## src/rtl/arb8_rr.sv

```systemverilog
// Eight-way round-robin arbiter producing the registered select for a downstream 8:1 word mux.
// Optional grant-length limit compiled in with `define ARB_TIMEOUT_EN (uses MAX_HOLD).
module arb8_rr #(
  parameter int MAX_HOLD = 16
) (
  input  logic       clk,
  input  logic       rst,
  input  logic [7:0] req,
  input  logic       done,
  output logic [7:0] grant,
  output logic [2:0] sel,
  output logic       valid,
  output logic       timeout
);

  typedef enum logic {IDLE, BUSY} state_t;

  localparam logic [7:0] HOLD_LIM = 8'(MAX_HOLD - 1);

  state_t     state_q, state_d;
  logic [2:0] ptr_q, ptr_d;
  logic [7:0] grant_q, grant_d;
  logic [2:0] sel_q, sel_d;
  logic       valid_q, valid_d;
  logic       timeout_d;
  logic       hold_clr, hold_inc;

  logic [2:0] win_idx, scan_idx;
  logic       win_found;
  logic       rel_std, expire;

  // First requester at or above ptr, wrapping 7 -> 0.
  always_comb begin
    win_idx   = ptr_q;
    scan_idx  = ptr_q;
    win_found = 1'b0;
    for (int i = 0; i < 8; i++) begin
      scan_idx = ptr_q + 3'(i);
      if (!win_found && req[scan_idx]) begin
        win_found = 1'b1;
        win_idx   = scan_idx;
      end
    end
  end

`ifdef ARB_TIMEOUT_EN
  logic [7:0] hold_q, hold_d;
  logic       timeout_q;

  // Expiry only counts as a timeout when nothing else would release this cycle.
  assign expire = (state_q == BUSY) && (hold_q == HOLD_LIM) && !rel_std;

  always_comb begin
    hold_d = hold_q;
    if (hold_clr)      hold_d = 8'd0;
    else if (hold_inc) hold_d = hold_q + 8'd1;
  end

  always_ff @(posedge clk) begin
    if (rst) begin
      hold_q    <= 8'd0;
      timeout_q <= 1'b0;
    end else begin
      hold_q    <= hold_d;
      timeout_q <= timeout_d;
    end
  end

  assign timeout = timeout_q;
`else
  logic unused_cfg;
  assign expire     = 1'b0;
  assign timeout    = 1'b0;
  assign unused_cfg = ^{HOLD_LIM, timeout_d, hold_clr, hold_inc};
`endif

  assign rel_std = done || !req[sel_q];

  always_comb begin
    state_d   = state_q;
    ptr_d     = ptr_q;
    grant_d   = grant_q;
    sel_d     = sel_q;
    valid_d   = valid_q;
    timeout_d = 1'b0;
    hold_clr  = 1'b0;
    hold_inc  = 1'b0;
    case (state_q)
      IDLE: begin
        grant_d = 8'h00;
        valid_d = 1'b0;
        if (win_found) begin
          grant_d  = 8'b1 << win_idx;
          sel_d    = win_idx;
          valid_d  = 1'b1;
          state_d  = BUSY;
          hold_clr = 1'b1;
        end
      end
      BUSY: begin
        if (rel_std || expire) begin
          grant_d   = 8'h00;
          valid_d   = 1'b0;
          ptr_d     = sel_q + 3'd1;
          state_d   = IDLE;
          timeout_d = expire;
          hold_clr  = 1'b1;
        end else begin
          hold_inc = 1'b1;
        end
      end
      default: state_d = IDLE;
    endcase
  end

  always_ff @(posedge clk) begin
    if (rst) begin
      state_q <= IDLE;
      ptr_q   <= 3'd0;
      grant_q <= 8'h00;
      sel_q   <= 3'd0;
      valid_q <= 1'b0;
    end else begin
      state_q <= state_d;
      ptr_q   <= ptr_d;
      grant_q <= grant_d;
      sel_q   <= sel_d;
      valid_q <= valid_d;
    end
  end

  assign grant = grant_q;
  assign sel   = sel_q;
  assign valid = valid_q;

endmodule
```

## config.mk

```make
export PLATFORM = sky130hd
export DESIGN_NAME = arb8_rr
export DESIGN_NICKNAME = d
export VERILOG_FILES = /design/src/rtl/arb8_rr.sv
export SDC_FILE = /design/constraint.sdc
export NUM_CORES = 1
export LEC_CHECK = 0
export CAP_MARGIN = 30
export CORE_MARGIN = 2
export CORE_UTILIZATION = 38
export DETAILED_ROUTE_END_ITERATION = 12
export PLACE_DENSITY_LB_ADDON = 0.15
export SLEW_MARGIN = 20
export SYNTH_ARGS = -nofsm -noshare
export SYNTH_HDL_FRONTEND = slang
export SYNTH_SLANG_ARGS = --single-unit
```

## constraint.sdc

```tcl
create_clock -name clk -period 9.5 [get_ports clk]
set_input_delay 1.9 -clock clk [delete_from_list [all_inputs] [get_ports clk]]
set_output_delay 1.9 -clock clk [all_outputs]
set_load 0.005 [all_outputs]
```

==> flow_summary.ini <==
[power_and_ir_drop]
internal-power_uw = 232.5
seq_power_share_pct = 22.9
vdd_ir_drop_max_mv = 0.08575
p_per_area_mw_per_mm2 = 203.4
combPwrFrac_pct = 62.3
p_switching_uw = 169.7
p_leak_nw = 0.7108
pwr-share-clk_pct = 14.8
switching_share_pct = 42.19

[logic_synthesis]
yosysSeqAreaShare_pct = 18.88
synth.cells.most_frequent = 17 x nand2_1, 17 x nor2_1, 16 x dfxtp_1, 14 x mux2i_1
synth_area_sq_mm = 0.001697
synth_top_cell_by_area = dfxtp_1
syn_area_per_cell_sq_um = 9.025
synth-seq-cells = 16
synth_flop_cell = dfxtp_1
synth_edf_count = 0
synthTopCellsByArea = dfxtp_1 19%, mux2i_1 8.3%, mux4_2 8.0%
yosys_warnings = 0
async_flop_share_pct = 0
syn_nets = 202
ys_types = 55
synth.top_cell.area_share_pct = 18.88
netlist_instances = 188

[drt]
ant_nets = 0
met1_length_um = 1823
drc = 0
vias = 1523
wl_met2_um = 2000
first_pass_iters = 4
top_layer_used = met4
wl_um = 4055
avgRoutedWirePerCell_um = 15.84
drt_iter0_drc = 68
wl_met3_um = 155
vias_per_cell = 5.949

[min_path]
hp-class = flip-flop to flip-flop

[setup_path]
rrSetupSlack_ps = 5550
worstSetupPathType = input pin to flip-flop
cp-endpoint = grant[2]$_SDFFE_PP0P_
cp.depth = 9
ff2ff_path_depth = 11
crit_buf_inv = 2
crit_chain = clkdlybuf4s50_1, mux2i_1, mux2_2, a221oi_1, nor2b_1, a31oi_2, inv_2, or3_4, o21ai_1
cp-start-kind = input pin
cp.required_ps = 9680
critical_path.top_delay_family = compound AO/OA/AOI/OAI gates
worstReg2RegStart = ptr_q[0]$_SDFFE_PP0P_
crit_start = req[4]
endpoint_kind = flip-flop
cp_slowest_stage_delay_ps = 630
arrival_ps = 4770
crit_path_max_fanout = 8
r2r_end = grant[2]$_SDFFE_PP0P_
slowest_stage = clkdlybuf4s50_1

[clock_network]
clkSinkCount = 16
post_cts_buffers = 0
cts_buffer_depth = 2
cts-resized-gates = 0
cts_max_level = 1
cts-root-buf = clkbuf_8
cts_tree = done
postCtsHoldBufs = 0
clk_latency_ps = 240
cts_buffers = 3
clk_pin_slew_ps = 60

[finish]
fill_cells = 406
syn2layout_area_growth_pct = 16.52
nets = 219
drive_gt1_share_pct = 14.71
multi_input_comb_area_sq_mm = 0.001279
seqCellArea_sq_um = 320.3
antenna_cells = 0

[timing]
rsz0062_at_grt = no
setup_tns_ps = 0
timing.final.hold_violations = 0
drv_slew = 0
fin_crit_sh_pct = 48.25
finalSetupViolations = 0
whs_ps = 446.9
max_freq_mhz = 218.2
period_needed_ps = 4584
worstMarginPinSlew_ps = 780.8
finClkSkew_ps = 1.229
max-slew-margin-rel_pct = 47.88

[floorplanning]
die-area_sq_mm = 0.005015
die_h_um = 70.82
io_pins = 24
start_util_pct = 39.24
num_rows = 24
die_w_um = 70.82
coreArea_sq_mm = 0.004324

[placed_design]
gp_congestion = 0.8100
hpwlAfterDp_um = 3170
numPortBuffers = 22

[global_route]
antenna_found_initial = 0
overflow = 0
grtUsageTotal_pct = 16.26
grt_max_degree = 26
grt_pass1_vias = 1378
grt_pass1_wl_um = 6603

[status]
status = finished clean

[job]
max_cap_viol_count = 0
-- worst register-to-register path, stage by stage (launching register included) --
cell and delay [ps]:
dfxtp_1 310, buf_4 280, inv_1 200, ha_1 710, mux4_1 660, mux2_2 320
a2bb2oi_2 180, nor3_4 370, a311oi_2 160, xnor2_1 200, or3_4 370, o21ai_1 130
-- per-layer routing --
| layer | vias up | GRT usage [%] |
|---|---|---|
| met5 | - | 0 |
| met4 | 0 | 4.822 |
| met2 | 42 | 27.83 |
| met3 | 8 | 3.134 |
| li1 | 746 | - |
| met1 | 727 | 20.82 |
-- worst min path at each step --
| stage | cells after the start | end | slack (ps) | from |
|---|---|---|---|---|
| global placement | 2 | grant[4]$_SDFFE_PP0P_ | 440 | grant[4]$_SDFFE_PP0P_ |
| CTS | 2 | grant[3]$_SDFFE_PP0P_ | 450 | grant[3]$_SDFFE_PP0P_ |
| global route | 2 | grant[1]$_SDFFE_PP0P_ | 470 | grant[1]$_SDFFE_PP0P_ |
| detailed placement | 2 | grant[3]$_SDFFE_PP0P_ | 440 | grant[3]$_SDFFE_PP0P_ |
| finish | 2 | grant[1]$_SDFFE_PP0P_ | 450 | grant[1]$_SDFFE_PP0P_ |
| floorplan | 2 | grant[4]$_SDFFE_PP0P_ | 440 | grant[4]$_SDFFE_PP0P_ |
-- per-stage QoR --
stage / setup slack (ps) / instance area, sq um / util [%] / instances / total power [mW]
finish: 4916 / 1977 / 45.72 / 256 / 0.4022
global route: 4739 / 1977 / 45.72 / 256 / 0.4316
CTS: 4937 / 1977 / 45.72 / 256 / 0.4033
detailed placement: 4683 / 1922 / 44.44 / 252 / 0.3416
global placement: 4765 / 1922 / 44.44 / 252 / 0.3383
floorplan: 5471 / 1697 / - / 188 / 0.2848
-- registers in the layout, indices dropped and copies added, names as in the netlist --
register and count:
sel 3, ptr_q 3, grant 8, valid 1, state_q 1
-- logic make-up after synthesis --
group,synth area share (%)
AO/OA/AOI/OAI,21.83
XOR/XNOR,4.204
adder cells (fa/ha/maj),2.213
buffers and inverters,5.751
flip-flops,18.88
multiplexers,28.83
other,0.2210
AND/OR/NAND/NOR,18.07
-- layout make-up --
cell class	instances	area share [%]
flip-flops and latches	16	16.20
clock buffers	4	2.785
multi-input cells	154	64.68
well taps	52	3.291
repair buffers	24	11.90
inverters	6	1.139
-- power by group through the flow --
stage | Clock [mW] | Combinational (mW) | Sequential, mW
after floorplan | 0 | 0.196 | 0.0886
after global placement | 0 | 0.246 | 0.0928
after detailed placement | 0 | 0.248 | 0.0936
after CTS | 0.0619 | 0.249 | 0.0923
after global routing | 0.0639 | 0.273 | 0.0943
final | 0.0595 | 0.251 | 0.0921
-- layout by cell type (no fill, tap or decap), types with 2 or more instances in the layout --
cell type | Yosys | layout
a21o_1 | 2 | 2
a21oi_1 | 9 | 9
a221oi_1 | 2 | 2
a31oi_1 | 3 | 3
a32oi_1 | 2 | 2
and2_1 | 2 | 2
buf_4 | 2 | 2
clkbuf_8 | 0 | 4
clkdlybuf4s50_1 | 0 | 22
dfxtp_1 | 16 | 16
ha_1 | 3 | 3
inv_1 | 5 | 5
mux2_2 | 6 | 6
mux2i_1 | 14 | 14
mux4_1 | 5 | 5
mux4_2 | 6 | 6
nand2_1 | 17 | 17
nand2b_1 | 4 | 4
nand3_1 | 3 | 3
nand3b_1 | 2 | 2
nor2_1 | 17 | 17
nor2b_1 | 2 | 2
nor3_1 | 9 | 9
o21a_1 | 2 | 2
o21ai_0 | 4 | 4
o21ai_1 | 8 | 8
o22ai_1 | 2 | 2
o31ai_1 | 2 | 2
or2_2 | 2 | 2
xnor2_1 | 3 | 3
xor2_1 | 2 | 2
(Power assumes the default switching activity.)
